`src/rtl/mem_arbiter.sv`:
```
// Arbitrates I-cache and D-cache 8-word block fills onto a single main-memory read port.
// Optional feature: define MEM_ARB_RR_EN for round-robin on simultaneous misses (default: D over I).
module mem_arbiter #(
  parameter int MEM_LATENCY = 4
) (
  input  logic        clk,
  input  logic        rst_n,
  input  logic        i_miss,
  input  logic [15:0] i_miss_addr,
  input  logic        d_miss,
  input  logic [15:0] d_miss_addr,
  input  logic [15:0] mem_data,
  input  logic        mem_data_valid,
  output logic        mem_en,
  output logic [15:0] mem_addr,
  output logic [15:0] fill_data,
  output logic [2:0]  fill_word,
  output logic        i_fill_we,
  output logic        d_fill_we,
  output logic        i_done,
  output logic        d_done
);

  typedef enum logic [1:0] {
    IDLE   = 2'd0,
    I_FILL = 2'd1,
    D_FILL = 2'd2
  } state_t;

  state_t      state;
  logic [2:0]  issue_cnt;
  logic [2:0]  rcv_cnt;
  logic [2:0]  issue_nxt;
  logic [15:0] base;
  logic [15:0] grant_base;
  logic        grant_d;
  logic        grant_i;

  // Responses are counted rather than timed, but a zero latency would make no sense.
  if (MEM_LATENCY < 1) begin : g_lat_chk
    $error("mem_arbiter: MEM_LATENCY must be at least 1");
  end

`ifdef MEM_ARB_RR_EN
  logic prefer_d;

  always_comb begin
    grant_d = 1'b0;
    grant_i = 1'b0;
    if (d_miss && i_miss) begin
      grant_d = prefer_d;
      grant_i = !prefer_d;
    end else begin
      grant_d = d_miss;
      grant_i = i_miss;
    end
  end
`else
  always_comb begin
    grant_d = d_miss;
    grant_i = i_miss && !d_miss;
  end
`endif

  assign grant_base = grant_d ? {d_miss_addr[15:4], 4'h0} : {i_miss_addr[15:4], 4'h0};
  assign issue_nxt  = issue_cnt + 3'd1;

  // Fill writes track the returning data in the same cycle, so they stay combinational.
  assign fill_data = mem_data;
  assign fill_word = rcv_cnt;
  assign i_fill_we = (state == I_FILL) && mem_data_valid;
  assign d_fill_we = (state == D_FILL) && mem_data_valid;
  assign i_done    = i_fill_we && (rcv_cnt == 3'd7);
  assign d_done    = d_fill_we && (rcv_cnt == 3'd7);

  always_ff @(posedge clk) begin
    if (!rst_n) begin
      state     <= IDLE;
      issue_cnt <= 3'd0;
      rcv_cnt   <= 3'd0;
      base      <= 16'h0000;
      mem_en    <= 1'b0;
      mem_addr  <= 16'h0000;
`ifdef MEM_ARB_RR_EN
      prefer_d  <= 1'b1;
`endif
    end else begin
      case (state)
        IDLE: begin
          if (grant_d || grant_i) begin
            state     <= grant_d ? D_FILL : I_FILL;
            base      <= grant_base;
            mem_addr  <= grant_base;
            mem_en    <= 1'b1;
            issue_cnt <= 3'd0;
            rcv_cnt   <= 3'd0;
`ifdef MEM_ARB_RR_EN
            prefer_d  <= !grant_d;
`endif
          end
        end
        default: begin
          // Issue side: eight back-to-back reads, then hold off until the block returns.
          if (mem_en) begin
            if (issue_cnt == 3'd7) begin
              mem_en <= 1'b0;
            end else begin
              issue_cnt <= issue_nxt;
              mem_addr  <= base + {12'd0, issue_nxt, 1'b0};
            end
          end
          if (mem_data_valid) begin
            if (rcv_cnt == 3'd7) begin
              state     <= IDLE;
              rcv_cnt   <= 3'd0;
              issue_cnt <= 3'd0;
              mem_en    <= 1'b0;
            end else begin
              rcv_cnt <= rcv_cnt + 3'd1;
            end
          end
        end
      endcase
    end
  end

endmodule

```
`config.mk`:
```
export PLATFORM = sky130hd
export DESIGN_NAME = mem_arbiter
export DESIGN_NICKNAME = d
export VERILOG_FILES = /design/src/rtl/mem_arbiter.sv
export SDC_FILE = /design/constraint.sdc
export NUM_CORES = 1
export LEC_CHECK = 0
export ABC_AREA = 0
export BUFFER_PORTS_ARGS = -buffer_cell sky130_fd_sc_hd__buf_2
export CORE_MARGIN = 2
export CORE_UTILIZATION = 42
export CTS_CLUSTER_SIZE = 8
export DETAILED_ROUTE_END_ITERATION = 8
export GPL_ROUTABILITY_DRIVEN = 0
export PLACE_DENSITY = 0.86
export SYNTH_ARGS = -nofsm -noshare
export SYNTH_HDL_FRONTEND = slang
export SYNTH_SLANG_ARGS = --single-unit
```
`constraint.sdc`:
```
create_clock -name clk -period 1.6 [get_ports clk]
set_clock_uncertainty 0.2 [all_clocks]
set_input_delay 0.24 -clock clk [delete_from_list [all_inputs] [get_ports clk]]
set_output_delay 0.24 -clock clk [all_outputs]
set_load 0.1 [all_outputs]
```
==> run metrics, run 1 <==
Initial Util=44.04%; top cells by area, synth=dfxtp_1 (37%), buf_4 (7.0%), o22ai_2 (6.5%), mux2i_1 (6.2%), o211a_1 (6.2%); CP Launch Point=state[0]; Worst Path Arrival=1.36 ns; synthesized net count=277; RSZ-0062 raised after global routing=true; HPWL Detailed=3031 um; PD cells=1062 nW/um^2; WHS Endpoint=fill_word[2]; die span in y=71.80 um; register area share after synthesis=37.33%; worst r2r src=issue_cnt[0]; via count=1662; #FFs+latches synth=36; Reg clk slew, reported paths=0.07 ns; Startpoint Class=register; vias per cell=5.194; Wirelength per Cell=14.02 um; Crit-path slowest cell=dfxtp_4; Core Area=4384 um^2; die area=5155 um^2; cell area after synthesis=1931 um^2; Antenna Nets Post-Route=0; FF-to-FF End=mem_addr[9]; Yosys warning count=0; clk sinks=36; Iter 0 DRT Violations=88; Layout Nets=325; DR DRC count=0; H-Tree Depth=2; outcome=finished with violations; Crit path largest cell delay=0.36 ns; final setup fails=19; Yosys top cell area share=37.33%; Static Leakage=1.226 nW; hold path depth=3; synthesized instance count=219; R2R setup slack=-0.13 ns; gr ovfl total=0; CP Max Fanout=5; CTS max path bufs=2; Worst Hold Class=input port to register; CTS Root Buffer Type=clkbuf_8; TritonCTS Buffers=5; n_diodes=0; worst slack, placed=-0.04657 ns; final worst setup slack=-0.1970 ns; WL final=4486 um; maximum vdd drop=1.042 mV; GRT Util Overall=17.64%; Crit. End Element=primary output; Post-CTS Hold Fix Bufs=0; first-pass GRT wire length=7079 um; max_cap viols=0; worst endpoint required time=1.16 ns; Peak Freq=0.5565 GHz; # port buffers=51; Synth Area per Inst=8.816 um^2; vias in the first global route=1599; crit-path cells=buf_6, and3b_4, and2_4, buf_12; reg2reg path depth=7; Post-DP Area=2367 um^2; Die Wd=71.80 um; final non-filler cell area=2611 um^2; HP Start=mem_data_valid; final slew viol count=0; drt first pass iters=4; # IOs=93; fin crit period=1.797 ns; Placement Rows=24; share of cells above drive strength 1=45.15%; largest net degree at the start of global routing=27; WS Path Type=register to primary output; Distinct cells, synth=35; initial antenna violation count=0; largest area contributor in the netlist=dfxtp_1; Power Total=0.002773 W; Setup TNS=-2.183 ns; final worst path period share=112.3%; TritonCTS clock tree=built; failing checks=negative setup slack; endpoints failing hold=0; Clock Latency Late Sink=0.29 ns; area grow syn2layout=35.26%
routing by layer:
metal / vias up / routed length [um] / GRT usage (%)
met5: - / 0 / 0
met1: 775 / 1932 / 20.75
met3: 4 / 248 / 4.360
li1: 836 / - / -
met2: 47 / 2248 / 30.56
met4: 0 / 57 / 7.338
area by class of cell:
class / count / area, um^2
clock buffers: 7 / 97.59
clock inverters: 1 / 5.005
fillers: 380 / 1773
inverters: 6 / 22.52
multi-input cells: 145 / 1119
flip-flops and latches: 36 / 744.5
well taps: 52 / 65.06
repair buffers: 73 / 558.0
worst max path at each step:
| stage | endpoint | slack (ns) |
|---|---|---|
| CTS | d_done | -0.20 |
| global placement | mem_addr[1] | -0.02 |
| finish | d_done | -0.20 |
| detailed placement | mem_addr[4] | -0.05 |
| floorplan | i_done | -0.20 |
| global route | d_done | -0.23 |
sequential cells by signal, summed over array words and instances (netlist names):
register,flops
state,2
mem_en,1
base,12
mem_addr,15
issue_cnt,3
fill_word,3
metrics by stage:
step | hold WS (ns) | util (%) | instances
after floorplan | 0.1953 | - | 219
after global placement | 0.2581 | 54.00 | 305
after detailed placement | 0.2679 | 54.00 | 305
after CTS | 0.1013 | 58.11 | 318
after global routing | 0.1350 | 59.56 | 320
final | 0.1033 | 59.56 | 320
placed cells by master (no fill, tap or decap), types with 2 or more instances in the layout:
cell type / netlist / final
and3_1: 2 / 2
inv_1: 6 / 6
dfxtp_1: 36 / 29
nand2_4: 0 / 2
o211a_1: 12 / 12
o22ai_2: 10 / 11
nor2_2: 1 / 2
buf_2: 7 / 45
o21ai_0: 3 / 3
nand3_1: 6 / 6
and2_4: 0 / 2
nand2_1: 32 / 31
buf_12: 0 / 7
ha_4: 0 / 4
a21oi_2: 0 / 4
nor2b_1: 4 / 4
o21a_1: 3 / 3
buf_6: 2 / 4
dfxtp_4: 0 / 6
mux2i_1: 12 / 12
a21boi_0: 3 / 2
nor2_1: 17 / 15
o22ai_1: 4 / 2
buf_4: 18 / 16
a21oi_1: 14 / 10
clkbuf_8: 0 / 5
synthesized netlist by cell type:
cell       number
dfxtp_1        36
nand2_1        32
buf_4          18
nor2_1         17
a21oi_1        14
mux2i_1        12
o211a_1        12
o22ai_2        10
buf_2           7
inv_1           6
nand3_1         6
clkbuf_1        5
ha_1            5
nor2b_1         4
o22ai_1         4
a21boi_0        3
and2_1          3
o21a_1          3
o21ai_0         3
and3_1          2
buf_6           2
nand2b_1        2
a22oi_1         1
a32oi_1         1
and3b_1         1
conb_1          1
mux2i_4         1
nand2_2         1
nand4b_1        1
nor2_2          1
o2bb2ai_1       1
o32ai_1         1
or2_1           1
or3_1           1
or4_1           1
cells by family after synthesis:
family          Yosys count  synth area share (%)
fa+ha+maj                 5                 3.240
other cells               1                0.1942
mux                      13                 7.388
simple gates             73                 17.24
buf+inv                  38                 12.12
compound gates           53                 22.49
flops                    36                 37.33
critical path, delay by kind of cell, from the launching register on:
family	cells	cell delay [ns]
AND/OR/NAND/NOR	2	0.42
buffers and inverters	2	0.28
flip-flops	1	0.36
power by group:
group          switching [W]  internal [W]  leakage [nW]
Sequential         0.0000553      0.000980         0.301
Combinational       0.000667      0.000337         0.872
Clock               0.000334      0.000400        0.0534
Total                0.00106       0.00172          1.23
timing repair:
action,CTS,global route
endpoints found under the hold margin,0,0
resized for setup,4,14
cloned,1,0
setup endpoints to repair,20,36
buffers inserted,4,3
pin swaps,3,11
(Power assumes the default switching activity.)
==> inputs of run 2 (changes only) <==
--- a/config.mk
+++ b/config.mk
@@ -8,11 +8,12 @@
 export ABC_AREA = 0
 export BUFFER_PORTS_ARGS = -buffer_cell sky130_fd_sc_hd__buf_2
 export CORE_MARGIN = 2
-export CORE_UTILIZATION = 42
+export CORE_UTILIZATION = 29
 export CTS_CLUSTER_SIZE = 8
 export DETAILED_ROUTE_END_ITERATION = 8
 export GPL_ROUTABILITY_DRIVEN = 0
-export PLACE_DENSITY = 0.86
+export PLACE_DENSITY = 0.65
 export SYNTH_ARGS = -nofsm -noshare
 export SYNTH_HDL_FRONTEND = slang
 export SYNTH_SLANG_ARGS = --single-unit
+export TNS_END_PERCENT = 50
==> run metrics, run 2 (synthesized netlist as in run 1, its figures left out) <==
outcome=finished with violations; failing checks=negative setup slack; Iter 0 DRT Violations=61; Bufs and invs on worst path=2; Largest regs=mem_addr (15), base (12); WL final=4684 um; Sw Share=38.78%; Peak Freq=0.5614 GHz; CTS max path bufs=2; final setup fails=21; final worst path period share=111.3%; Antenna Nets Post-Route=0; fin crit period=1.781 ns; Crit-path slowest cell=dfxtp_4; Post-DP Area=2415 um^2; PD cells=1024 nW/um^2; final non-filler cell area=2665 um^2; largest net degree at the start of global routing=26; Placement Rows=29; gr ovfl total=0; most common cell after layout, fill and taps aside=buf_2; Wirelength per Cell=13.46 um; final worst setup slack=-0.1812 ns; via count=1672; WS Path Type=register to primary output; # port buffers=51; met2 Use GR=21.38%; worst slack, placed=-0.07276 ns; CTS Root Buffer Type=clkbuf_8; initial antenna violation count=0; clk sinks=36; die area=7326 um^2; Top reg by flops=mem_addr; Static Leakage=1.244 nW; H-Tree Depth=2; area grow syn2layout=38.04%; drt first pass iters=4; worst endpoint required time=1.16 ns; Seq pwr share=37.8%; Clk network pwr share=24.7%; GRT busiest layer=met2; Clock Latency Late Sink=0.29 ns; worst hold slack=0.1010 ns; vias in the first global route=1625; Reg clk slew, reported paths=0.07 ns; vias per cell=4.805; Startpoint Class=register; TritonCTS clock tree=built; Layout Nets=328; GRT Util Overall=13.11%; n_diodes=0; # IOs=93; RSZ-0062 raised after global routing=true; share of cells above drive strength 1=45.39%; first-pass GRT wire length=7686 um; crit-path cells=buf_6, and3b_4, and2_4, buf_12; Crit path largest cell delay=0.34 ns; met1 usage=16.68%; Die Wd=85.59 um; CP delay by family, top=simple AND/OR/NAND/NOR gates; final slew viol count=0; Core Area=6386 um^2; Crit. End Element=primary output; Cell Int Power=0.001671 W; HPWL Detailed=3258 um; TritonCTS Buffers=5; maximum vdd drop=0.4673 mV; Initial Util=30.23%; Worst Path Arrival=1.34 ns; endpoints failing hold=0; part of the power in combinational logic=37.5%; M3 GR Usage=4.139%; die span in y=85.59 um; Psw=0.001058 W; Post-CTS Hold Fix Bufs=0; max_cap viols=0; Worst Hold Class=input port to register; most frequent cells in the layout=buf_2 (45), nand2_1 (31), dfxtp_1 (29); max reg flops=15; CP Max Fanout=3; DR DRC count=0
run 2: cell types whose count changed in the layout (fill, tap and decap cells not counted), moves of 2 or more:
cell / delta
o21ai_0: -3
o21ai_1: +2
buf_4: +2
buf_12: +2
run 2: cell type report:
| cell class | count | area (um^2) |
|---|---|---|
| multi-input cells | 145 | 1110 |
| well taps | 77 | 96.34 |
| clock inverters | 2 | 10.01 |
| clock buffers | 6 | 82.58 |
| fillers | 645 | 3721 |
| flip-flops and latches | 36 | 742.0 |
| inverters | 6 | 22.52 |
| repair buffers | 76 | 601.8 |
run 2: metrics by stage:
stage / setup TNS, ns / power (W) / utilization (%) / instances
3_5_place_dp: -0.7718 / 0.001989 / 37.81 / 331
4_1_cts: -1.990 / 0.002745 / 41.48 / 348
3_3_place_gp: -0.5661 / 0.001975 / 37.81 / 331
5_1_grt: -3.431 / 0.002876 / 41.73 / 348
6_report: -1.943 / 0.002729 / 41.73 / 348
2_1_floorplan: -0.6449 / 0.001960 / - / 219
run 2: path summary, 6_finish.rpt:
path	start	end	slack (ns)	cells after the start
max reg2reg	issue_cnt[1]	mem_addr[14]	-0.13	7
max	state[0]	d_done	-0.18	4
min reg2reg	mem_addr[10]	mem_addr[10]	0.28	2
min	mem_data_valid	fill_word[2]	0.10	3
run 2: timing repair:
action                     in CTS  in global routing
setup buffers                   8                  1
setup endpoints to repair      20                 25
pin swaps                       8                  3
resized for setup              14                  6
cloned                          1                  0
run 2: layer usage:
| metal | vias to the layer above | routed length [um] | part of all wire (%) |
|---|---|---|---|
| met5 | - | 0 | 0 |
| met4 | 0 | 69 | 1.5 |
| met3 | 7 | 311 | 6.6 |
| met2 | 49 | 2220 | 47 |
| met1 | 775 | 2082 | 44 |
| li1 | 841 | - | - |
run 2: power by group through the flow:
stage	combinational [W]	clock (W)	sequential [W]
after CTS	0.00102	0.000697	0.00103
after detailed placement	0.000937	0	0.00105
after global routing	0.00109	0.000744	0.00104
after floorplan	0.000593	0	0.00137
final	0.00102	0.000675	0.00103
after global placement	0.000925	0	0.00105
run 2: worst min-delay path: cells and delay by family:
family	cells	cell delay [ns]
buffers and inverters	1	0.16
and+or+nand+nor	1	0.09
AOI/OAI and AO/OA	1	0.06
